==> config.mk <==
export PLATFORM = sky130hd
export DESIGN_NAME = uart_tx_arbiter
export DESIGN_NICKNAME = d
export VERILOG_FILES = /design/src/rtl/uart_pkg.sv /design/src/rtl/uart_rr_select.sv /design/src/rtl/uart_tx_arbiter.sv
export SDC_FILE = /design/constraint.sdc
export NUM_CORES = 1
export LEC_CHECK = 0
export ABC_AREA = 1
export CORE_MARGIN = 1.5
export CORE_UTILIZATION = 48
export CTS_CLUSTER_DIAMETER = 30
export DETAILED_ROUTE_END_ITERATION = 8
export GPL_ROUTABILITY_DRIVEN = 0
export MAX_ROUTING_LAYER = met4
export PLACE_DENSITY_LB_ADDON = 0.1
export SLEW_MARGIN = 25
export SYNTH_ARGS = -nofsm -noshare
export SYNTH_HDL_FRONTEND = slang
export SYNTH_SLANG_ARGS = --single-unit
==> constraint.sdc <==
create_clock -name i_CLK -period 2 [get_ports i_CLK]
set_input_delay 0.4 -clock i_CLK [delete_from_list [all_inputs] [get_ports i_CLK]]
set_output_delay 0.4 -clock i_CLK [all_outputs]
set_load 0.01 [all_outputs]
==> src/rtl/uart_pkg.sv <==
// -----------------------------------------------------------------------------
// uart_pkg
// Shared constants for the PONG UART transmit path.
//   c_BYTE_W   : width of one transmitted byte
//   c_MAX_REQ  : largest number of byte sources the TX arbiter supports
//   s_IDLE / s_LAUNCH / s_WAIT : one-hot TX arbiter state encodings
// -----------------------------------------------------------------------------
package uart_pkg;

  localparam int unsigned c_BYTE_W  = 8;
  localparam int unsigned c_MAX_REQ = 8;

  localparam logic [2:0] s_IDLE   = 3'b001;
  localparam logic [2:0] s_LAUNCH = 3'b010;
  localparam logic [2:0] s_WAIT   = 3'b100;

endpackage : uart_pkg

==> src/rtl/uart_rr_select.sv <==
// -----------------------------------------------------------------------------
// uart_rr_select
// Combinational round-robin pick: the first set request found searching
// upward from the pointer position, wrapping modulo c_NUM_REQ.
//   req_i   : request vector
//   ptr_i   : search start index (must be < c_NUM_REQ)
//   grant_o : one-hot winner, zero when nothing is requesting
//   valid_o : at least one request present
// -----------------------------------------------------------------------------
module uart_rr_select #(
  parameter int c_NUM_REQ = 4,
  parameter int c_PTR_W   = $clog2(c_NUM_REQ)
) (
  input  logic [c_NUM_REQ-1:0] req_i,
  input  logic [c_PTR_W-1:0]   ptr_i,
  output logic [c_NUM_REQ-1:0] grant_o,
  output logic                 valid_o
);

  logic [c_NUM_REQ-1:0] req_rot;
  logic [c_NUM_REQ-1:0] first_rot;

  always_comb begin
    // Rotate right so the pointer position lands on bit 0, isolate the lowest
    // set bit, then rotate back left by the same amount.
    req_rot   = c_NUM_REQ'({req_i, req_i} >> ptr_i);
    first_rot = req_rot & (-req_rot);
    grant_o   = c_NUM_REQ'(({first_rot, first_rot} << ptr_i) >> c_NUM_REQ);
  end

  assign valid_o = |req_i;

endmodule : uart_rr_select

==> src/rtl/uart_tx_arbiter.sv <==
// -----------------------------------------------------------------------------
// uart_tx_arbiter
// Shares one UART transmitter between c_NUM_REQ byte sources. Round-robin
// grant, launch into the serializer, wait for DONE (or a timeout), then move
// the pointer past the owner.
//
// Ports:
//   i_CLK, i_RST      : clock, synchronous active-high reset
//   i_REQ, i_DATA     : per-requester request level and flattened bytes
//   i_LAST            : final byte of a burst (burst build only)
//   o_GRANT           : one-hot current owner, 0 when idle
//   o_ACK             : one-cycle pulse, owner's byte consumed
//   o_TX_START        : one-cycle launch strobe to the transmitter
//   o_TX_DATA         : byte to the transmitter, held until the next launch
//   i_TX_BUSY         : transmitter active
//   i_TX_DONE         : transmitter finished the byte (ignored outside WAIT)
//   o_TIMEOUT         : one-cycle pulse when WAIT expires without DONE
//
// Build option: define UART_ARB_BURST_EN to keep the grant on the same owner
// until it sends a byte marked i_LAST (multi-byte messages stay contiguous).
// -----------------------------------------------------------------------------
module uart_tx_arbiter
  import uart_pkg::*;
#(
  parameter int c_NUM_REQ        = 4,
  parameter int c_TIMEOUT_CYCLES = 8192
) (
  input  logic                          i_CLK,
  input  logic                          i_RST,
  input  logic [c_NUM_REQ-1:0]          i_REQ,
  input  logic [c_BYTE_W*c_NUM_REQ-1:0] i_DATA,
  input  logic [c_NUM_REQ-1:0]          i_LAST,
  output logic [c_NUM_REQ-1:0]          o_GRANT,
  output logic [c_NUM_REQ-1:0]          o_ACK,
  output logic                          o_TX_START,
  output logic [c_BYTE_W-1:0]           o_TX_DATA,
  input  logic                          i_TX_BUSY,
  input  logic                          i_TX_DONE,
  output logic                          o_TIMEOUT
);

  localparam int c_PTR_W = $clog2(c_NUM_REQ);
  localparam int c_CNT_W = $clog2(c_TIMEOUT_CYCLES);
  localparam logic [c_PTR_W-1:0] c_PTR_MAX  = c_PTR_W'(c_NUM_REQ - 1);
  localparam logic [c_CNT_W-1:0] c_CNT_LAST = c_CNT_W'(c_TIMEOUT_CYCLES - 1);

  logic [2:0]           state_q,   state_d;
  logic [c_PTR_W-1:0]   ptr_q,     ptr_d;
  logic [c_CNT_W-1:0]   cnt_q,     cnt_d;
  logic [c_NUM_REQ-1:0] grant_q,   grant_d;
  logic [c_NUM_REQ-1:0] ack_q,     ack_d;
  logic                 start_q,   start_d;
  logic [c_BYTE_W-1:0]  data_q,    data_d;
  logic                 timeout_q, timeout_d;

  logic [c_NUM_REQ-1:0] sel_grant;
  logic                 sel_valid;
  logic [c_PTR_W-1:0]   owner_idx;
  logic [c_PTR_W-1:0]   ptr_after_owner;
  logic [c_BYTE_W-1:0]  owner_data;
  logic                 owner_req;

`ifdef UART_ARB_BURST_EN
  logic                 last_q, last_d;
  logic                 owner_last;
  assign owner_last = |(i_LAST & grant_q);
`else
  logic                 unused_last;
  assign unused_last = ^i_LAST;
`endif

  uart_rr_select #(
    .c_NUM_REQ (c_NUM_REQ),
    .c_PTR_W   (c_PTR_W)
  ) u_rr_select (
    .req_i   (i_REQ),
    .ptr_i   (ptr_q),
    .grant_o (sel_grant),
    .valid_o (sel_valid)
  );

  // Owner-side views derived from the registered one-hot grant.
  always_comb begin
    owner_idx  = '0;
    owner_data = '0;
    for (int k = 0; k < c_NUM_REQ; k++) begin
      if (grant_q[k]) owner_idx = c_PTR_W'(k);
      owner_data = owner_data | (i_DATA[c_BYTE_W*k +: c_BYTE_W] & {c_BYTE_W{grant_q[k]}});
    end
  end

  assign owner_req       = |(i_REQ & grant_q);
  assign ptr_after_owner = (owner_idx == c_PTR_MAX) ? '0 : owner_idx + c_PTR_W'(1);

  always_comb begin
    // NOTE: every signal driven here gets a default first, so no path through
    // the case statement can leave one unassigned and infer a latch.
    state_d   = state_q;
    ptr_d     = ptr_q;
    cnt_d     = cnt_q;
    grant_d   = grant_q;
    data_d    = data_q;
    ack_d     = '0;
    start_d   = 1'b0;
    timeout_d = 1'b0;
`ifdef UART_ARB_BURST_EN
    last_d    = last_q;
`endif
    case (state_q)
      s_IDLE: begin
        if (sel_valid) begin
          grant_d = sel_grant;
          state_d = s_LAUNCH;
        end
      end
      s_LAUNCH: begin
        if (!owner_req) begin
          // Requester withdrew before launch: give up without moving the pointer.
          grant_d = '0;
          state_d = s_IDLE;
        end else if (!i_TX_BUSY) begin
          data_d  = owner_data;
          start_d = 1'b1;
          ack_d   = grant_q;
          cnt_d   = '0;
`ifdef UART_ARB_BURST_EN
          last_d  = owner_last;
`endif
          state_d = s_WAIT;
        end
      end
      s_WAIT: begin
        // DONE is checked first so a coincident expiry never raises o_TIMEOUT.
        if (i_TX_DONE) begin
`ifdef UART_ARB_BURST_EN
          if (!last_q && owner_req) begin
            state_d = s_LAUNCH;
          end else
`endif
          begin
            ptr_d   = ptr_after_owner;
            grant_d = '0;
            state_d = s_IDLE;
          end
        end else if (cnt_q == c_CNT_LAST) begin
          timeout_d = 1'b1;
          ptr_d     = ptr_after_owner;
          grant_d   = '0;
          state_d   = s_IDLE;
        end else begin
          cnt_d = cnt_q + c_CNT_W'(1);
        end
      end
      default: begin
        grant_d = '0;
        state_d = s_IDLE;
      end
    endcase
  end

  always_ff @(posedge i_CLK) begin
    // NOTE: non-blocking assignments for all state, so every register here
    // updates from pre-edge values regardless of statement order.
    if (i_RST) begin
      state_q   <= s_IDLE;
      ptr_q     <= '0;
      cnt_q     <= '0;
      grant_q   <= '0;
      ack_q     <= '0;
      start_q   <= 1'b0;
      data_q    <= '0;
      timeout_q <= 1'b0;
`ifdef UART_ARB_BURST_EN
      last_q    <= 1'b0;
`endif
    end else begin
      state_q   <= state_d;
      ptr_q     <= ptr_d;
      cnt_q     <= cnt_d;
      grant_q   <= grant_d;
      ack_q     <= ack_d;
      start_q   <= start_d;
      data_q    <= data_d;
      timeout_q <= timeout_d;
`ifdef UART_ARB_BURST_EN
      last_q    <= last_d;
`endif
    end
  end

  assign o_GRANT    = grant_q;
  assign o_ACK      = ack_q;
  assign o_TX_START = start_q;
  assign o_TX_DATA  = data_q;
  assign o_TIMEOUT  = timeout_q;

endmodule : uart_tx_arbiter

Word-level counts from Yosys, hierarchy flattened
Cells that the tools add are included.
{"block": "totals", "inputBits": 44, "reg_bits": 36}
{"block": "classes", "n_bitwise": 13, "mux": 24, "shifts": 2, "n_eq_ne": 13, "reduce_logical": 12, "addsub": 3}
{"operator": "13-bit two-way mux", "n": 4}
{"operator": "8-bit AND", "n": 4}
{"operator": "13-bit one-hot mux with 2 select lines", "n": 1}
{"operator": "8-bit OR", "n": 3}
{"operator": "4-bit two-way mux", "n": 4}
{"operator": "3-bit two-way mux", "n": 5}
{"operator": "13-bit by 1-bit adder with 13-bit output (second input constant)", "n": 1}
{"operator": "13-bit == test (second input constant)", "n": 1}
{"operator": "2-bit inequality test (second input constant)", "n": 6}
{"operator": "4-bit one-hot mux with 3 select lines", "n": 1}
{"operator": "4-bit OR reduction", "n": 3}
{"operator": "2-bit two-way mux", "n": 5}
{"operator": "3-bit one-hot mux with 3 select lines", "n": 1}
{"operator": "3-bit AND reduction", "n": 3}
{"operator": "4-bit AND", "n": 2}
{"operator": "8-bit by 2-bit left shift with 8-bit output", "n": 1}
{"operator": "8-bit by 2-bit right shift with 4-bit output", "n": 1}
{"operator": "3-bit inequality test (second input constant)", "n": 2}
{"operator": "3-bit OR reduction", "n": 2}
{"operator": "5-bit AND reduction", "n": 1}
{"operator": "4-bit negation", "n": 1}
{"operator": "1-bit inverter", "n": 4}
{"operator": "2-bit nonzero test", "n": 2}
{"operator": "3-bit by 1-bit == test with 1-bit output (second input constant)", "n": 1}
{"operator": "other kinds (6)", "n": 8}

Logic depth before layout (Yosys ltp)
{"block": "depth", "depth_word": 7, "mapped_depth": 13, "depth_no_buf": 12}

Cells and area by module
From an unflattened synthesis, not the netlist that was laid out.
{"block": "hier_totals", "hier_cells": 362, "hier_area_um2": 2242.2}
{"module": "uart_tx_arbiter", "seq_area_each_um2": 720.7, "n_inst": 1, "cells_per_inst": 310, "area_per_inst_um2": 1963.1}
{"module": "uart_rr_select", "seq_area_each_um2": 0.0, "n_inst": 1, "cells_per_inst": 52, "area_per_inst_um2": 279.0}

Worst setup path after synthesis
OpenSTA, ideal clock, no wires.
{"block": "synth_timing", "kind": "reg2reg", "startpoint": "reg cnt_q[0]", "endpoint": "reg cnt_q[10]", "path_stages_with_launch": 14, "setup_slack_ns": 0.415, "path_buffers": 1, "setup_time_ns": 0.140, "period_less_slack_ns": 1.585, "arrival_time_ns": 1.445, "path_cell_list": "dfxtp_1 ha_1 nand2_1 inv_1 nand2_2 nor2_4 nand3_2 nand2_2 nand2_4 nand2_4 inv_2 buf_6 nand2_1 a21oi_2"}
{"block": "synth_via", "elab_chain_cells": 4}
{"item": "start: declaration", "line": "uart_tx_arbiter.sv:49", "source": "logic [c_CNT_W-1:0] cnt_q, cnt_d;"}
{"item": "start signal: assignment", "line": "uart_tx_arbiter.sv:179", "source": "cnt_q <= cnt_d;"}
{"item": "13-bit by 1-bit adder with 13-bit output", "line": "uart_tx_arbiter.sv:151", "source": "cnt_d = cnt_q + c_CNT_W'(1);"}
{"item": "13-bit two-way mux", "line": "uart_tx_arbiter.sv:145", "source": "end else if (cnt_q == c_CNT_LAST) begin"}
{"item": "13-bit two-way mux", "line": "uart_tx_arbiter.sv:134", "source": "if (i_TX_DONE) begin"}
{"item": "13-bit one-hot mux with 2 select lines", "line": "uart_tx_arbiter.sv:109", "source": "case (state_q)"}
Parallel ways exist; a longest one is shown, timed or not. The select of a mux whose other input is x is not followed.
A chain may end at the register's enable or synchronous reset.

Worst setup path after layout
{"block": "layout_timing", "startpoint": "reg grant_q[2], in the netlist o_GRANT[2]", "endpoint": "out o_GRANT[2]"}
{"item": "start: declaration", "line": "uart_tx_arbiter.sv:50", "source": "logic [c_NUM_REQ-1:0] grant_q, grant_d;"}
{"item": "start signal: assignment", "line": "uart_tx_arbiter.sv:180", "source": "grant_q <= grant_d;"}
{"item": "end: declaration", "line": "uart_tx_arbiter.sv:33", "source": "output logic [c_NUM_REQ-1:0] o_GRANT,"}
No word-level cell between the ends.

==> flow_summary.json <==
{
  "status": "finished clean",
  "multi_input_area_mm2": 0.00121,
  "crit_fanout": 12,
  "endpoint_kind": "output port",
  "remaining_drc_errors": 0,
  "grt_usage_pct": 24.6,
  "start_util_pct": 49.6,
  "yosysWarnings": 0,
  "ctsHtreeMaxLevel": 2,
  "pin_count": 62,
  "min_from": "o_TX_DATA[0]",
  "die_y_um": 70.1,
  "ys.flop_type": "dfxtp_1",
  "vias": 2302,
  "syn2layout_area_growth_pct": 37.3,
  "cts_buffer_depth": 2,
  "register_area_um2": 721,
  "synth_nets": 370,
  "clkLatencyLatePin_ns": 0.29,
  "cts_tree": "done",
  "design_area_mm2": 0.00297,
  "n_antenna_cell": 0,
  "r2r_start": "cnt_q[0]",
  "grt_max_degree": 19,
  "dp_hpwl_um": 4150,
  "syn_area_mm2": 0.00216,
  "finalSetupViolations": 0,
  "grt_pass1_wl_um": 9450,
  "synth_top_cell_by_area": "dfxtp_1",
  "first_global_vias": 2113,
  "drt-wirelength-per-cell_um": 12.5,
  "arrival_ns": 1.37,
  "worst_pin_slew_ns": 0.396,
  "yosysUniqueCellTypes": 30,
  "crit_path_start": "o_GRANT[2]",
  "rsz0062_at_grt": "no",
  "post-route-min-period_ns": 1.77,
  "synth_seq_area_share_pct": 33.4,
  "drtIter0Drc": 140,
  "fin_nets": 438,
  "clock_sinks": 36,
  "overflow": 0,
  "clk_pin_slew_worst_paths_ns": 0.07,
  "via_per_inst": 5.16,
  "power_density_mw_per_mm2": 618,
  "drive_above_1_share_pct": 14.7,
  "power.leakage_uw": 0.00109,
  "worst_setup_path_start_kind": "register",
  "cts_made_buffers": 5,
  "rrSetupSlack_ns": 0.29,
  "async_reset_ff_share_pct": 0,
  "nFillCells": 408,
  "antenna_found_initial": 0,
  "crit_required_ns": 1.60,
  "die_w_um": 70.1,
  "maxCapViolCount": 0,
  "criticalPathCategory": "register to output port",
  "post_cts_buffers": 0,
  "utilization_pct": 68.1,
  "fmax_mhz": 564,
  "synth_seq_cells": 36,
  "io_buffers": 57,
  "rows": 24,
  "placedInstanceArea_mm2": 0.00285,
  "hold_class": "register to register",
  "synth_edf_count": 0,
  "root_buffer": "clkbuf_8",
  "synth.most_common_cell": "nand2_1",
  "postRouteAntennaNets": 0,
  "hold_viol_final": 0,
  "firstDrtPassIters": 4,
  "vdd_drop_max_uv": 409,
  "fin_skew_ns": 0.00295,
  "slew_viol_final": 0,
  "die_area_mm2": 0.00491,
  "avgSynthCellArea_um2": 6.64,
  "relSlewSlack_pct": 73.6,
  "synth.top_cell.area_share_pct": 33.4,
  "synthTopCellsByCount": "nand2_1 (90), dfxtp_1 (36), inv_1 (34)",
  "yosys-top-cells-area": "dfxtp_1 (33%), nand2_1 (16%), nand3_1 (6.7%)",
  "finalWirelength_um": 5600,
  "period_share_pct": 88.6,
  "core_mm2": 0.00435,
  "netlist_instances": 325
}
==> per-stage QoR <==
| step | hold slack (ns) | total power [µW] | setup slack, ns | setup TNS (ns) | std cells |
|---|---|---|---|---|---|
| 2_1_floorplan | 0.456 | 1030 | 0.415 | 0 | 325 |
| 3_3_place_gp | 0.432 | 1200 | 0.0280 | 0 | 438 |
| 3_5_place_dp | 0.436 | 1200 | -0.0319 | -0.0619 | 438 |
| 4_1_cts | 0.448 | 1850 | 0.226 | 0 | 446 |
| 5_1_grt | 0.462 | 1930 | 0.0912 | 0 | 446 |
| 6_report | 0.446 | 1830 | 0.228 | 0 | 446 |
==> critical path, cell delays in order, from the launching register on <==
cell and delay (ns):
dfxtp_1 0.33, buf_4 0.20, clkdlybuf4s50_1 0.56
==> cell type report <==
type	instances	area share (%)
Inverter	39	4.94
Tap cell	52	2.19
Clock inverter	2	1.18
Multi-Input combinational cell	237	41.0
Timing Repair Buffer	74	24.0
Clock buffer	6	2.45
Sequential cell	36	24.3
==> path summary, 6_finish.rpt <==
| kind | end | depth (start not counted) |
|---|---|---|
| max reg2reg | cnt_q[8] | 12 |
| min reg2reg | o_TX_DATA[0] | 2 |
| max | o_GRANT[2] | 2 |
| min | o_TX_DATA[0] | 2 |
==> flip-flops by register name, indices dropped and copies added (netlist names) <==
name / cells
state_q: 3
o_TX_DATA: 8
o_GRANT: 4
cnt_q: 13
o_TIMEOUT: 1
ptr_q: 2
o_TX_START: 1
o_ACK: 4
==> timing repair <==
item / CTS / global route
setup endpoints to repair: 0 / 1
hold buffers: 0 / 0
resized for setup: 0 / 1
==> cells by family (layout without fill, tap and decap cells) <==
| group | Yosys count | after routing | synth area share (%) |
|---|---|---|---|
| adder cells (fa/ha/maj) | 1 | 1 | 0.579 |
| buffers and inverters | 52 | 121 | 10.7 |
| AND/OR/NAND/NOR | 184 | 184 | 40.3 |
| AO/OA/AOI/OAI | 46 | 46 | 12.7 |
| flip-flops | 36 | 36 | 33.4 |
| XOR/XNOR | 6 | 6 | 2.43 |
==> cells in the final DEF (no fill, tap or decap), types with 4 or more instances in the layout <==
master,count
buf_4,16
xor2_1,6
nor2_1,23
o21ai_0,11
a21oi_1,19
clkdlybuf4s50_1,57
a21oi_2,9
dfxtp_1,36
inv_2,5
o21ai_1,4
nand2_2,10
clkbuf_8,5
nand3_1,29
nand2_1,90
inv_1,34
nor3_1,5
nand4_1,15
==> where the power goes <==
part | switching (µW) | internal (µW) | leakage [µW]
clock network | 268 | 370 | 0.0000552
logic | 218 | 197 | 0.000744
registers | 32.6 | 746 | 0.000291
total | 518 | 1310 | 0.00109
==> metal layers <==
metal  vias up  wire length [µm]  GRT usage, %  share of wire (%)
met5         -                 0             -                  0
met4         0                70          8.33                1.3
met3         8               175          4.04                3.1
met2        45              2990          43.6                 53
met1      1057              2360          28.1                 42
li1       1192                 -             -                  -
(Power assumes the default switching activity.)
==> RTL change 1, RTL diff (config.mk and constraints unchanged) <==
The output `o_TIMEOUT` loses its register stage (`timeout_q` becomes a continuous assignment).
--- a/src/rtl/uart_tx_arbiter.sv
+++ b/src/rtl/uart_tx_arbiter.sv
@@ -169,7 +169,6 @@
       ack_q     <= '0;
       start_q   <= 1'b0;
       data_q    <= '0;
-      timeout_q <= 1'b0;
 `ifdef UART_ARB_BURST_EN
       last_q    <= 1'b0;
 `endif
@@ -181,12 +180,13 @@
       ack_q     <= ack_d;
       start_q   <= start_d;
       data_q    <= data_d;
-      timeout_q <= timeout_d;
 `ifdef UART_ARB_BURST_EN
       last_q    <= last_d;
 `endif
     end
   end
+
+  assign timeout_q = timeout_d;
 
   assign o_GRANT    = grant_q;
   assign o_ACK      = ack_q;
Function: no difference found for any inputs over 10 cycles, from zero or initial values and one cycle with i_RST high; that may be too few to reach the edited logic, so the function may still have changed.
==> RTL change 1 against the original RTL <==
- cell area grew 4.3%
- power shrank 0.39%
- sequential cell count shrank 1
- critical path type unchanged
- area after synthesis shrank 3.5%
- highest routed layer unchanged
- sequential power shrank 4.1%
- count of clock-buffer cells in the layout is the same
- setup slack lost 0.15 ns
- worst hold slack lost 0.00077 ns
- non-clock buffer count grew 24
- routed wire length grew 2.0%
- first-iteration DRC count grew 10%
==> RTL change 1: results <==
place:
  dp_hpwl_mm: 4.33
  place_inst: 448
  port_buffers: 57
global_routing:
  grt_pass1_vias: 2020
  grt_max_degree: 18
  grt_first_pass_wirelength_mm: 8.83
  grtUsageTotal: 0.259
layout:
  drive_above_1_share: 0.194
  finalNonFillerCells: 457
critical_path:
  critPathArrivalTime_ns: 1.52
  critPathMaxFanout: 2
  crit_path_top_delay_cell: "dfxtp_2"
  cp_top_family: "simple AND/OR/NAND/NOR gates"
  cp_slowest_stage_delay_ns: 0.35
yosys:
  ys_types: 34
  synth_fp_nets: 358
  synth_cells: 313
  ys_seq_area_frac: 0.336
  synthTopCellsByCount: "nand2_1 (92), dfxtp_1 (35), inv_1 (31), nand3_1 (27), a21oi_1 (23)"
  synthTopCellsByArea: "dfxtp_1 (34%), nand2_1 (17%), nand3_1 (6.5%)"
  synth_warnings: 0
pwr:
  p_int_mw: 1.34
  peakVddDrop_mv: 0.563
  p_leak_nw: 1.28
timing:
  worst_pin_slew_ns: 0.341
  worst_clock_skew_ns: 0.00572
drt:
  drtPass1Iterations: 5
  wl_per_cell_um: 12.5
  route.detailed.drc: 0
  vias: 2331
  dr.first_iter.drc_count: 154
clock_network:
  cts.path.max_buffers: 2
outcome:
  status: "completed"
RTL change 1: worst reg2reg max path: stages, from the launching register on:
cell and delay, ns:
dfxtp_2 0.35, ha_4 0.15, nand2_4 0.05, inv_4 0.06, nand2_4 0.05, nor2_4 0.09
buf_4 0.13, nand3_2 0.09, nand2_1 0.09, nand2_2 0.10, nand2_4 0.14, buf_4 0.14
nand2_1 0.05, a21oi_1 0.13
RTL change 1: kinds of logic after synthesis:
| kind of cell | count (synthesis) | share of synthesized area |
|---|---|---|
| xor+xnor | 6 | 0.0252 |
| fa+ha+maj | 1 | 0.00601 |
| compound gates | 43 | 0.118 |
| flops | 35 | 0.336 |
| mux | 1 | 0.00480 |
| buf+inv | 51 | 0.115 |
| simple gates | 176 | 0.394 |
RTL change 1: cell type report:
class,count,area [um^2]
sequential,35,703
clock inverter,2,35.0
multi-input combinational,227,1180
fill,339,992
clock buffer,6,82.6
tap,50,62.6
timing repair buffer,98,886
inverter,39,149
RTL change 1: power by group through the flow:
stage          Combinational, mW  Clock [mW]  Sequential (mW)
6_report                   0.415       0.662            0.747
5_1_grt                    0.457       0.695            0.750
4_1_cts                    0.414       0.670            0.743
3_5_place_dp               0.409           0            0.758
3_3_place_gp               0.400           0            0.758
2_1_floorplan              0.204           0            0.760
RTL change 1: stage by stage:
step	worst slack (ns)	hold slack [ns]	area [um^2]	power (mW)
global route	-0.0188	0.457	3090	1.90
detailed placement	-0.165	0.432	2940	1.17
finish	0.0798	0.445	3090	1.82
CTS	0.00472	0.443	3060	1.83
floorplan	0.177	0.466	2080	0.965
global placement	-0.128	0.430	2940	1.16
RTL change 1: repair_timing:
| item | in CTS | in global routing |
|---|---|---|
| gates resized for setup | 8 | 7 |
| pin swaps | 0 | 3 |
| endpoints found under the setup margin | 1 | 1 |
| buffers inserted | 0 | 1 |
RTL change 1: metal layers:
layer | wire [um] | share of wire | vias up | global-route usage
li1 | - | - | 1207 | -
met4 | 77 | 0.013 | 0 | 0.0980
met3 | 435 | 0.076 | 8 | 0.0455
met2 | 2690 | 0.47 | 83 | 0.436
met1 | 2510 | 0.44 | 1033 | 0.308
met5 | 0 | 0 | - | -
RTL change 1: worst paths after layout:
path,startpoint,endpoint,slack [ns],cells after the start
max,cnt_q[1]$_SDFFE_PP0P_,o_TIMEOUT,0.08,8
min reg2reg,o_TX_DATA[5]$_SDFFE_PP0P_,o_TX_DATA[5]$_SDFFE_PP0P_,0.44,2
max reg2reg,cnt_q[1]$_SDFFE_PP0P_,cnt_q[10]$_SDFFE_PP0P_,0.30,13
min,o_TX_DATA[5]$_SDFFE_PP0P_,o_TX_DATA[5]$_SDFFE_PP0P_,0.44,2
==> RTL change 2, RTL diff (same settings) <==
Without the edit above. Change the parameter `c_TIMEOUT_CYCLES` from 8192 to 16384.
--- a/src/rtl/uart_tx_arbiter.sv
+++ b/src/rtl/uart_tx_arbiter.sv
@@ -23,7 +23,7 @@
   import uart_pkg::*;
 #(
   parameter int c_NUM_REQ        = 4,
-  parameter int c_TIMEOUT_CYCLES = 8192
+  parameter int c_TIMEOUT_CYCLES = 16384
 ) (
   input  logic                          i_CLK,
   input  logic                          i_RST,
Behaviour: same outputs for any inputs over 10 cycles, from zero or initial values and one cycle with i_RST high; that may be too few to reach the edited logic, so the function may still have changed.
==> RTL change 2 against the original RTL <==
- sequential cell count increased by 1
- synthesized cell count decreased by 13%
- power decreased by 9.1%
- clock skew increased by 0.0078 ns
- sequential power decreased by 3.0%
- routed wire length decreased by 6.5%
- cell area decreased by 5.7%
- area after synthesis decreased by 7.2%
- setup slack got worse by 0.0043 ns
- critical path depth increased by 8
- global-route usage decreased by 0.099 points
- final cell count decreased by 9.9%
- die area decreased by 6.9%
- largest cell class unchanged
- highest routed layer unchanged
==> RTL change 2: results <==
outcome:
  status: "completed"
pwr:
  peakVddDrop_mv: 0.430
  p_leak_nw: 1.09
layout:
  largest_register: "cnt_q"
  fin_nets: 396
  largest_reg_flops: 14
  antenna_cells: 0
  drive_above_1_share: 0.122
timing:
  worst_clock_skew_ns: 0.0107
  period_minus_slack_ns: 1.78
  maxSlewHeadroom: 0.706
  hold_slack_ns: 0.488
yosys:
  synthTopCellsByArea: "dfxtp_1 (37%), nand2_1 (9.2%), nand3_1 (8.0%)"
  synth_fp_nets: 329
  synth_cells: 284
  ys_seq_area_frac: 0.370
  ys_types: 28
  synthTopCellsByCount: "nand2_1 (49), dfxtp_1 (37), inv_1 (32), nand3_1 (32), a21oi_1 (29)"
critical_path:
  reg2reg_from: "cnt_q[0]$_SDFFE_PP0P_"
  r2r_cells: 10
  critPathCapture: "cnt_q[9]$_SDFFE_PP0P_"
  cp_slowest_stage_delay_ns: 0.38
  cp_top_family: "simple AND/OR/NAND/NOR gates"
  critPathMaxFanout: 15
  critPathArrivalTime_ns: 1.97
  crit_path_top_delay_cell: "dfxtp_1"
drt:
  vias: 2114
  m1WireLength_mm: 2.50
  wl_per_cell_um: 13.0
  dr.first_iter.drc_count: 115
  drtPass1Iterations: 7
  top_layer: "met4"
  wl_met2_mm: 2.31
  dr_wl_met3_um: 347
  drt-vias-per-instance: 5.26
global_routing:
  grt_pass1_vias: 1792
  grt_first_pass_wirelength_mm: 8.15
  antenna_found_initial: 0
  grtUsageTotal: 0.245
  grt_max_degree: 17
worst_hold_path:
  worstHoldPathCells: 2
  worst_hold_path.endpoint: "cnt_q[1]$_SDFFE_PP0P_"
  worstHoldStart: "cnt_q[1]$_SDFFE_PP0P_"
place:
  dp_hpwl_mm: 3.97
  place_area_um2: 2680
  place_inst: 394
  place_ws_ns: 0.0585
-- RTL change 2: cell types whose count changed after synthesis, moves of 3 or more --
| cell | unedited run | this run |
|---|---|---|
| a21oi_2 | 9 | 0 |
| nand4_1 | 15 | 8 |
| a221oi_1 | 0 | 8 |
| nand3_1 | 29 | 32 |
| buf_2 | 3 | 0 |
| nand2_1 | 90 | 49 |
| a21oi_1 | 19 | 29 |
| o21ai_0 | 11 | 14 |
| xor2_1 | 6 | 0 |
| a22o_1 | 0 | 8 |
-- RTL change 2: power breakdown --
group / internal (mW) / total (mW) / switching, mW / leakage [nW]
Clock: 0.405 / 0.680 / 0.275 / 0.0574
Sequential: 0.747 / 0.756 / 0.00856 / 0.299
Combinational: 0.130 / 0.229 / 0.0991 / 0.738
-- RTL change 2: per-layer routing --
| layer | GRT usage | vias up |
|---|---|---|
| li1 | - | 1096 |
| met1 | 0.316 | 950 |
| met2 | 0.371 | 61 |
| met3 | 0.0550 | 7 |
| met4 | 0.0944 | 0 |
| met5 | - | - |
-- RTL change 2: final cells by class --
| type | count | area, um^2 |
|---|---|---|
| clock buffer | 6 | 82.6 |
| tap | 50 | 62.6 |
| sequential | 37 | 741 |
| inverter | 36 | 138 |
| fill | 365 | 1200 |
| clock inverter | 2 | 37.5 |
| timing repair buffer | 70 | 668 |
| multi-input combinational | 201 | 1070 |
-- RTL change 2: worst reg2reg max path: cells and delay by family (launching register included) --
family                   cells  cell delay, ns
flip-flops                   1            0.38
adder cells (fa/ha/maj)      1            0.21
AO/OA/AOI/OAI                1            0.12
AND/OR/NAND/NOR              8            0.95
-- RTL change 2: kinds of logic after synthesis --
family,synth area share
buffers and inverters,0.0986
adders and majority gates,0.00624
AOI/OAI and AO/OA,0.194
xor gates and xnor gates,0.00437
DFF,0.370
and+or+nand+nor,0.327
